`src/rtl/alu_core.sv`:
```
// Eight-operation MIPS-funct ALU: combinational compute stage, then one register
// stage holding result, carry/borrow and zero flag for the LED bank.
module alu_core #(
  parameter int NB_DATA = 4,
  parameter int NB_OP   = 6
) (
  input  logic               clk,
  input  logic               i_reset,
  input  logic [NB_DATA-1:0] i_datoA,
  input  logic [NB_DATA-1:0] i_datoB,
  input  logic [NB_OP-1:0]   i_operation,
  output logic [NB_DATA-1:0] o_leds,
  output logic               o_carry,
  output logic               o_zero
);

  localparam logic [NB_OP-1:0] OP_ADD = NB_OP'(6'b100000);
  localparam logic [NB_OP-1:0] OP_SUB = NB_OP'(6'b100010);
  localparam logic [NB_OP-1:0] OP_AND = NB_OP'(6'b100100);
  localparam logic [NB_OP-1:0] OP_OR  = NB_OP'(6'b100101);
  localparam logic [NB_OP-1:0] OP_XOR = NB_OP'(6'b100110);
  localparam logic [NB_OP-1:0] OP_NOR = NB_OP'(6'b100111);
  localparam logic [NB_OP-1:0] OP_SRA = NB_OP'(6'b000011);
  localparam logic [NB_OP-1:0] OP_SRL = NB_OP'(6'b000010);

  // Shift amounts at or beyond the operand width saturate to full sign/zero fill.
  localparam logic [NB_DATA:0] SHIFT_LIM = (NB_DATA + 1)'(NB_DATA);

  function automatic logic [NB_DATA-1:0] shift_ra(input logic [NB_DATA-1:0] a,
                                                  input logic [NB_DATA-1:0] b);
    logic signed [NB_DATA-1:0] sa;
    sa = a;
    if ({1'b0, b} >= SHIFT_LIM) return {NB_DATA{a[NB_DATA-1]}};
    return sa >>> b;
  endfunction

  function automatic logic [NB_DATA-1:0] shift_rl(input logic [NB_DATA-1:0] a,
                                                  input logic [NB_DATA-1:0] b);
    if ({1'b0, b} >= SHIFT_LIM) return '0;
    return a >> b;
  endfunction

  logic signed [NB_DATA:0]   sum_p0;
  logic signed [NB_DATA:0]   diff_p0;
  logic        [NB_DATA-1:0] result_p0;
  logic                      carry_p0;
  logic                      zero_p0;

  logic        [NB_DATA-1:0] result_p1;
  logic                      carry_p1;
  logic                      zero_p1;

  // Stage p0: operand decode and compute
  always_comb begin
    sum_p0    = $signed({1'b0, i_datoA} + {1'b0, i_datoB});
    diff_p0   = $signed({1'b0, i_datoA} - {1'b0, i_datoB});
    result_p0 = '0;
    carry_p0  = 1'b0;
    case (i_operation)
      OP_ADD: begin
        result_p0 = sum_p0[NB_DATA-1:0];
        carry_p0  = sum_p0[NB_DATA];
      end
      OP_SUB: begin
        result_p0 = diff_p0[NB_DATA-1:0];
        carry_p0  = diff_p0[NB_DATA];
      end
      OP_AND:  result_p0 = i_datoA & i_datoB;
      OP_OR:   result_p0 = i_datoA | i_datoB;
      OP_XOR:  result_p0 = i_datoA ^ i_datoB;
      OP_NOR:  result_p0 = ~(i_datoA | i_datoB);
      OP_SRA:  result_p0 = shift_ra(i_datoA, i_datoB);
      OP_SRL:  result_p0 = shift_rl(i_datoA, i_datoB);
      default: begin
        result_p0 = '0;
        carry_p0  = 1'b0;
      end
    endcase
    zero_p0 = (result_p0 == '0);
  end

  // Stage p1: registered outputs; reset forces the idle "zero" state
  always_ff @(posedge clk) begin
    if (i_reset) begin
      result_p1 <= '0;
      carry_p1  <= 1'b0;
      zero_p1   <= 1'b1;
    end else begin
      result_p1 <= result_p0;
      carry_p1  <= carry_p0;
      zero_p1   <= zero_p0;
    end
  end

  assign o_leds  = result_p1;
  assign o_carry = carry_p1;
  assign o_zero  = zero_p1;

endmodule

```
`config.mk`:
```
export PLATFORM = sky130hd
export DESIGN_NAME = alu_core
export DESIGN_NICKNAME = d
export VERILOG_FILES = /design/src/rtl/alu_core.sv
export SDC_FILE = /design/constraint.sdc
export NUM_CORES = 1
export LEC_CHECK = 0
export CORE_MARGIN = 1.5
export CORE_UTILIZATION = 44
export DETAILED_ROUTE_END_ITERATION = 7
export PLACE_DENSITY = 0.76
export SLEW_MARGIN = 15
export SYNTH_ARGS = -nofsm -noshare
export SYNTH_HDL_FRONTEND = slang
export SYNTH_SLANG_ARGS = --single-unit
```
`constraint.sdc`:
```
create_clock -name clk -period 1.9 [get_ports clk]
set_input_delay 0.38 -clock clk [delete_from_list [all_inputs] [get_ports clk]]
set_output_delay 0.38 -clock clk [all_outputs]
set_load 0.02 [all_outputs]
```
; ---- Yosys cells after proc, flatten, opt, wreduce, memory -nomap -nowiden
; Cells that the tools add are included.
[totals]
register_bits = 6
inputBits = 16
out_inout_bits = 6
elab_cells = 30
[op_classes]
n_addsub = 2
order_cmp = 1
eq_ne = 8
shift = 2
mux = 9
bitwise = 4
reduce_logical = 1
[ops]
columns = cell, n
row1 = 6-bit equality test (second input constant), 6
row2 = 4-bit case mux with 8 select lines, 1
row3 = 4-bit two-way mux, 4
row4 = 6-bit by 2-bit equality test with 1-bit output (second input constant), 2
row5 = 4-bit by 4-bit adder with 5-bit output, 1
row6 = 4-bit by 4-bit subtractor with 5-bit output, 1
row7 = 4-bit AND, 1
row8 = 4-bit by 3-bit >= comparator with 1-bit output (second input constant), 1
row9 = 4-bit zero test, 1
row10 = 4-bit inverter, 1
row11 = 4-bit bitwise OR, 1
row12 = 4-bit by 4-bit right shift with 4-bit output, 1
row13 = 4-bit by 4-bit >>> shifter with 4-bit output, 1
row14 = 4-bit bitwise XOR, 1
row15 = 1-bit two-way mux, 3
row16 = 1-bit case mux with 2 select lines, 1

; ---- Depth between registers and ports, before layout
; Gate-level depths: netlist (run 1).
[logic_depth]
depth_word = 6
mapped_depth = 10
mapped_depth_nobuf = 10

; ---- Worst setup path after synthesis (run 1)
; No wires, ideal clock.
[synth_timing]
path_kind = input-to-reg
from = input i_datoA[0]
to = register zero_p1, in the netlist o_zero
setup_time_ps = 126
t_arrival_ps = 1809
required_time_ps = 1774
path_slack_ps = -35
path_stages = 10
cell_sequence = inv_1 -> ha_1 -> inv_1 -> fa_1 -> nand2_1 -> o21ai_0 -> xnor2_1 -> o31a_1 -> o31ai_2 -> nor4_1
[synth_via]
elab_chain_cells = 4
elab_cells_between_ends = 12
classes_between = add/sub (2) / shift (2) / mux (3) / bitwise (4) / reduce/logical (1)
[synth_rtl]
columns = element, line_no
row1 = from (decl), 9  ; input logic [NB_DATA-1:0] i_datoA,
row2 = "4-bit by 4-bit right shift with 4-bit output, or another cell as far along", 40  ; return a >> b;
row3 = "4-bit two-way mux, or another cell as far along", 40
row4 = 4-bit case mux with 8 select lines (*), 59  ; case (i_operation)
row5 = 4-bit zero test (*), 79  ; zero_p0 = (result_p0 == '0);
row6 = to (signal assigned), 91  ; zero_p1 <= zero_p0;
row7 = to (decl), 51  ; logic zero_p1;
; Mark *: on every way between the ends. The rest lies on a longest branch, timed or not.
; A chain may end at the register's enable or synchronous reset.

; ---- Final worst setup path (run 1)
; Same ends and word-level chain as after synthesis.

==> impl.org, run 1 <==
** Global route
- In the global route stage, overall resource usage came out at 0.288.
- The first global-routing pass estimated around 4600 um of wire.
- Final global-route overflow total :: 0
- Number of antenna violations at the first check in global routing :: 0
- Vias in the first global route :: 1142
- Entering global routing, the biggest net connects 15 pins.

** Setup path
- Worst setup path category :: input port to flip-flop
- Buffers plus inverters on the worst setup path :: 1
- For the worst setup path, the data arrival time is 2.02 ns.
- In this run the worst path has a maximum fanout of 3.
- Critical path capture point type :: flip-flop
- STA classifies the critical path startpoint as an input port.
- Among cell families on the critical path, the largest total delay comes from adder cells.
- Critical Path, Cell by Cell :: buf_8 -> ha_4 -> fa_1 -> mux2i_1 -> o22ai_1 -> a32oi_1 -> a31oi_2 -> nor4_1
- Worst path slowest cell :: fa_1
- In this design, the stage delay of the slowest critical-path cell is approximately 0.48 ns.
- Data required time at the worst endpoint :: about 2.1 ns
- The critical path runs through a total of 8 cells.

** Power
- For this design the static power due to leakage is approximately 0.00067 uW.
- VDD sags by at most about 0.00033 V.
- Dividing total power by cell area gives a power density of between 300 and 400 nW/um^2.

** Synthesis
- Count of flip-flops with a built-in enable after synthesis :: 0
- Unique cell type count in the Yosys netlist :: 37
- Cells after synthesis :: approximately 120
- Among all flip-flop cells after synthesis, the most frequent one is dfxtp_1.
- In this run, synthesis produced a sequential element count of 6.
- The mapped netlist covers just under 900 sq um.
- During synthesis, Yosys emitted a total of 0 warnings.
- In the synthesized netlist the async set-or-reset flop fraction comes to 0.
- Number of nets in the synthesized netlist :: 146
- Share of synthesized area occupied by flip-flops and latches :: 0.138
- Dividing the synthesized area by the synthesized cell count gives around 7.5 sq um.

** Placed design
- After detailed placement, the total cell area comes to approximately 1400 sq um.
- Placement-stage worst setup slack :: -0.647 ns
- Placer's final routability congestion estimate :: 0.944
- During placement, the flow inserted port buffers numbering 21.
- HPWL after detailed placement :: approximately 2200 um
- After detailed placement, the design holds a cell count of roughly 190.

** Routing
- Signal routing reaches up to met4.
- The routed layout has about 1.2k vias.
- In the final routed layout, each cell accounts on average for between 15 and 20 um.
- Antenna-violating nets left :: 0
- Detailed routing placed a total of 234 um of wire on met3.
- After detailed routing, the number of vias per cell comes to approximately 5.9.
- For this block, wires on met1 add up to around 1200 um.
- WL met2 :: between 1500 and 2000 um
- First-pass iteration count of the detailed router :: 5
- WL final :: 3190 um
- Number of violations reported at the end of detailed-routing iteration 0 :: 40
- Number of DRC violations after detailed routing :: 0

** Floorplanning
- The die is ~48 um tall.
- The initial utilization of the core area, before any placement, comes to 0.485.
- The die covers ~2300 sq um.
- Measured along the x axis, the die boundary spans between 40 and 50 um.
- I/O pin count :: 22
- In this run the core area contains 15 standard-cell rows.
- The floorplan step defined a core boundary enclosing ~1800 sq um.

** Min path
- The min-delay analysis places its worst path in the category input port to flip-flop.
- Along the worst hold path, the cell count comes to 4.

** Layout
- Antenna diode instance count :: 0
- Number of nets in the layout :: approximately 210
- In the final layout, the share of cells above drive strength 1 is 0.377.
- The library cell used most frequently in the layout, excluding fill and tap cells, is buf_4.
- In the layout the commonest cells are buf_4, clkdlybuf4s50_1, inv_1, nand2_1.
- Post-Layout Cell Count :: 200
- Post-synthesis to final-layout area growth :: 72.6%
- Final instance area :: between 1500 and 2000 sq um

** Clocking
- Number of sinks on the clock net :: 6
- Clock tree synthesis selected as its root buffer the cell clkbuf_4.
- Clock-pin slew of the registers on the worst-case setup and hold paths :: 0.05 ns
- TritonCTS built the clock tree.
- Counting along the longest clock path gives a buffer depth of 2.
- In this run the number of H-tree levels came out at 1.
- Number of CTS-inserted buffers :: 3

** STA
- Final worst-path setup slack :: between 0.02 and 0.03 ns
- Of the available clock period, the critical path in the final layout requires 0.985.
- For this run, the top clock speed supported by timing is between 0.5 and 0.6 GHz.
- Transition time at the pin with the least slew margin :: approximately 0.36 ns
- Across all hold checks on the routed design, the worst slack comes to 0.730 ns.
- The total count of max-transition violations in the final report came to 0.
- The worst pin sits at a relative slew slack of 0.758.
- Setup violations remaining at the end of the flow were counted as 0.
- RSZ-0062 raised after global routing :: true
- The worst path in the final design needs a cycle of 1.87 ns, including I/O delays and setup.
- The final hold violation count is 0.

** Run status
- The run finished with clean final reports.

** Job
- Maximum Capacitance Violations :: 0
[where the power goes]
part / internal, uW / switching [uW]
registers: 127 / 0.173
logic: 145 / 136
clock network: 71.6 / 47.7
[synth_stat cells (2+ instances only)]
cell | number | area (sq um)
o211ai_1 | 3 | 22.5
a21oi_1 | 4 | 20.0
mux2i_1 | 3 | 30.0
nor4bb_1 | 2 | 20.0
nand3b_1 | 3 | 22.5
inv_1 | 12 | 45.0
nor3_1 | 2 | 10.0
o21ai_0 | 11 | 55.1
nand3_1 | 4 | 20.0
nand2_1 | 11 | 41.3
fa_1 | 2 | 40.0
a32oi_1 | 2 | 17.5
o311ai_1 | 2 | 17.5
nor4_1 | 2 | 12.5
dfxtp_1 | 6 | 120
xnor2_1 | 3 | 26.3
ha_1 | 12 | 150
a31oi_1 | 3 | 18.8
clkbuf_1 | 3 | 11.3
nor2_1 | 8 | 30.0
nand4_1 | 2 | 12.5
[flip-flops by register name, indices dropped and copies added, names as in the netlist]
register and cells:
o_carry 1, o_zero 1, o_leds 4
[layout make-up]
type	instances	area (sq um)
Inverter	13	48.8
Fill cell	114	294
Timing Repair Buffer	60	513
Sequential cell	6	120
Multi-Input combinational cell	93	772
Tap cell	25	31.3
Clock buffer	3	22.5
[per-stage QoR]
step	utilization	TNS, ns	power, uW
floorplan	-	0	242
global placement	0.760	-2.24	369
finish	0.837	0	528
detailed placement	0.760	-2.59	377
global route	0.837	-0.0444	552
CTS	0.815	0	510
[tightest hold or removal path, cell delays in order]
cell	delay (ns)
dlygate4sd2_1	0.24
buf_4	0.14
nand2_1	0.09
o31ai_2	0.07
[logic make-up after synthesis]
logic type	share of synthesized area
and+or+nand+nor	0.241
AOI/OAI and AO/OA	0.255
buffers and inverters	0.0745
adders and majority gates	0.218
DFF	0.138
xor gates and xnor gates	0.0401
muxes	0.0344
[final timing paths]
kind  slack (ns)           start   endpoint
max         0.03      i_datoA[0]     o_zero
min         0.73  i_operation[5]  o_leds[2]
[layer usage]
metal	GRT usage	vias to the layer above
met2	0.527	75
met1	0.291	556
met3	0.0642	14
met5	0	-
li1	-	544
met4	0.184	0
[repair_timing]
action / 4_1_cts / 5_1_grt
endpoints found under the hold margin: 0 / 0
resized for setup: 38 / 16
hold buffers: 0 / 0
pin swaps: 12 / 9
setup endpoints to repair: 6 / 2
setup buffers: 4 / 0
No activity file was read; power rests on OpenSTA's default activity.
==> run 2, diff against run 1 <==
--- a/config.mk
+++ b/config.mk
@@ -7,6 +7,8 @@
 export LEC_CHECK = 0
+export CELL_PAD_IN_SITES_DETAIL_PLACEMENT = 0
+export CELL_PAD_IN_SITES_GLOBAL_PLACEMENT = 1
 export CORE_MARGIN = 1.5
-export CORE_UTILIZATION = 44
+export CORE_UTILIZATION = 31
 export DETAILED_ROUTE_END_ITERATION = 7
-export PLACE_DENSITY = 0.76
+export PLACE_DENSITY_LB_ADDON = 0.1
 export SLEW_MARGIN = 15
==> constraint.sdc (replaced) <==
create_clock -name clk -period 1.9 [get_ports clk]
set_input_delay 0.285 -clock clk [delete_from_list [all_inputs] [get_ports clk]]
set_output_delay 0.285 -clock clk [all_outputs]
set_load 0.02 [all_outputs]
==> run 2 against run 1 <==
Compared with the run above:
- final area fell by 4.9%
- sequential share of layout area rose by 0.41 points
- hold slack got worse by 0.072 ns
- via count fell by 11%
- wire length fell by 16%
- first-iteration DRC count fell by 43%
- die area rose by 39%
- combinational power fell by 11%
- critical path depth rose by 1
- critical endpoint unchanged
==> impl.org, run 2 (synthesis gave the netlist of run 1 again) <==
** Layout
- Number of flip-flops in the largest register :: 4 (unchanged)
- Most frequent standard cell in the layout excluding fill and tap cells :: buf_4
- The number of standard cells in the final layout excluding fillers came to 203 (+1.5%).
- Most used cells in the layout excluding fill and tap cells :: buf_4, clkdlybuf4s50_1, inv_1, nand2_1
- The share of final-layout standard cells stronger than drive strength 1 was 0.326 (-0.0516).
- Post-synthesis to final-layout area growth :: 64.2%
- Number of nets in the layout :: 204 (-1.4%)
- The number of antenna repair diodes is 0 (unchanged).
- Total of fill cells in the finished design :: 304 (+170%)

** Min path
- Hold Path Depth :: 2 (-2)
- The startpoint identified for the worst hold timing path is i_reset.
- Endpoint, Worst Hold :: o_carry
- The tightest min-delay check is of the input port to flip-flop type.

** Floorplanning
- Area enclosed by the die boundary :: 3140 sq um (+39%)
- The initial core utilization was 0.322 (-0.162).
- The number of rows in the core area was 19 (+4).
- The horizontal die dimension is 56.1 um (+18%).
- The standard cell core area came to 2710 sq um (+50%).
- The number of primary I/O pins was 22 (unchanged).
- The die height came to 56.1 um (+18%).

** Clocking
- Clock-pin slew of the registers on the worst-case setup and hold paths :: 0.04 ns (about the same)
- Maximum number of buffers from clock root to sink :: 2 (unchanged)
- Number of sinks on the clock net :: 6 (unchanged)
- H-tree depth reported by CTS :: 1 (unchanged)
- TritonCTS clock tree :: done
- Number of CTS-inserted buffers :: 3 (unchanged)
- The tree is rooted in a clkbuf_4.
- The number of buffers added to fix hold violations after cts is 0 (unchanged).

** Routing
- The total via count in the routed design was 1054 (-11%).
- The number of DRC violations after detailed-routing iteration 0 came to 23 (-43%).
- First-pass iteration count of the detailed router :: 4 (-1)
- The number of design rule violations left after detail routing came to 0 (unchanged).
- Antenna-violating nets left :: 0 (unchanged)
- The via-per-instance ratio was 5.19 (-13%).
- The wire length after detailed routing is 2670 um (-16%).
- The routed length per instance is 13.2 um (-17%).

** Setup path
- The worst path arrival time was 1.93 ns (-0.09 ns).
- Data required time at the worst endpoint :: 2.02 ns (-0.03 ns)
- The largest individual stage delay along the critical path comes from the cell fa_2.
- STA classifies the critical path startpoint as an input port.
- Highest net fanout along the worst path :: 4 (+1)
- On the critical path the largest part of the delay comes from compound AO/OA/AOI/OAI gates.
- Crit-path max cell delay :: 0.39 ns (-0.09 ns)
- Beginning of the critical path :: i_datoA[1]
- Buffers plus inverters on the worst setup path :: 2 (+1)
- Critical Path, Cell by Cell :: clkdlybuf4s15_1 -> buf_6 -> fa_2 -> nand2_1 -> o21ai_1 -> xnor2_1 -> o31a_1 -> o31ai_2 -> nor4_1
- STA classifies the critical path endpoint as a flip-flop.
- Worst setup path category :: input port to flip-flop

** Global route
- The global-route total usage across every layer came to 0.177 (-0.111).
- The largest net degree at the start of global routing is 15 (unchanged).
- The via count of the first global-routing pass came to 1032 (-9.6%).
- Number of antenna violations at the first check in global routing :: 0 (unchanged)
- The wire length of the first global-routing pass came to 4480 um (-1.8%).
- Final global-route overflow total :: 0 (unchanged)

** Power
- The ratio of total power to cell area was 342 nW/um^2 (-2.3%).
- IR Drop Worst-Case VDD :: 0.000291 V (-13%)
- Total power :: 490 uW (-7.1%)
- Leakage power summed over all cells :: 0.000644 uW (-3.8%)

** Job
- The number of violations of the max-capacitance limit was 0 (unchanged).

** Placed design
- Number of buffers inserted by port buffering :: 21 (unchanged)
- The final weighted congestion of routability-driven global placement was 0.838 (-11%).
- The sum of net half-perimeters after detailed placement came to 2240 um (+0.26%).
- Number of placed instances with taps included :: 196 (+1.0%)

** STA
- The final hold violation count was 0 (unchanged).
- Share of the cycle needed by the critical path after routing :: 0.953 (-0.0321)
- Final setup violating endpoints :: 0 (unchanged)
- Clock period minus final worst setup slack :: 1.81 ns (-0.0609 ns)
- Normalized max-slew margin :: 0.769 (+0.0110)
- The total count of max-transition violations in the final report was 0 (unchanged).
- Sum Neg Setup Slack :: 0 ns (unchanged)
- The actual transition at the worst max-transition pin came to 0.343 ns (-0.0164 ns).
- The worst hold slack after final layout came to 0.658 ns (-0.0720 ns).
- The highest achievable clock rate was 0.552 GHz (+3.4%).

** Run status
- Result of the run :: complete, no violations
[run 2: worst max-delay path by stage]
stage	end	slack (ns)	depth (start not counted)
after floorplan	o_zero	0.06	10
final	o_zero	0.09	9
after detailed placement	o_zero	-0.61	11
after global placement	o_zero	-0.53	11
after global routing	o_zero	-0.003	8
after CTS	o_zero	0.009	9
[run 2: cell type report]
class,instances,area [sq um],area share
sequential,6,120,0.0838
tap,31,38.8,0.0271
clock buffer,3,22.5,0.0157
inverter,13,48.8,0.0340
timing repair buffer,57,475,0.332
multi-input combinational,93,728,0.508
[run 2: repair_timing]
action	4_1_cts	5_1_grt
pin swaps	8	7
gates resized for setup	20	8
setup buffers	3	1
setup endpoints to repair	4	2
hold endpoints to repair	0	0
[run 2: routing by layer]
layer | global-route usage | up-vias | share of wire
met5 | 0 | - | 0
met3 | 0.0140 | 2 | 0.025
met1 | 0.220 | 498 | 0.45
met4 | 0.0408 | 0 | 0.0071
li1 | - | 533 | -
met2 | 0.326 | 21 | 0.52
[run 2: power by group]
part	switching (uW)	internal, uW	leakage (uW)
clock network	42.1	71.2	0.0000138
registers	0.177	127	0.0000484
logic	118	131	0.000582
[run 2: metrics by stage]
stage | utilization | cell area (sq um) | worst slack [ns]
global route | 0.529 | 1430 | -0.00315
detailed placement | 0.497 | 1350 | -0.607
finish | 0.529 | 1430 | 0.0889
global placement | 0.497 | 1350 | -0.528
CTS | 0.526 | 1430 | 0.00949
floorplan | - | 873 | 0.0604
==> run 3, diff against run 2 <==
SKIP_LAST_GASP = 1   (was not set)
==> results of run 3 <==
The final DEF is identical to that of run 2; final timing and power are the same.
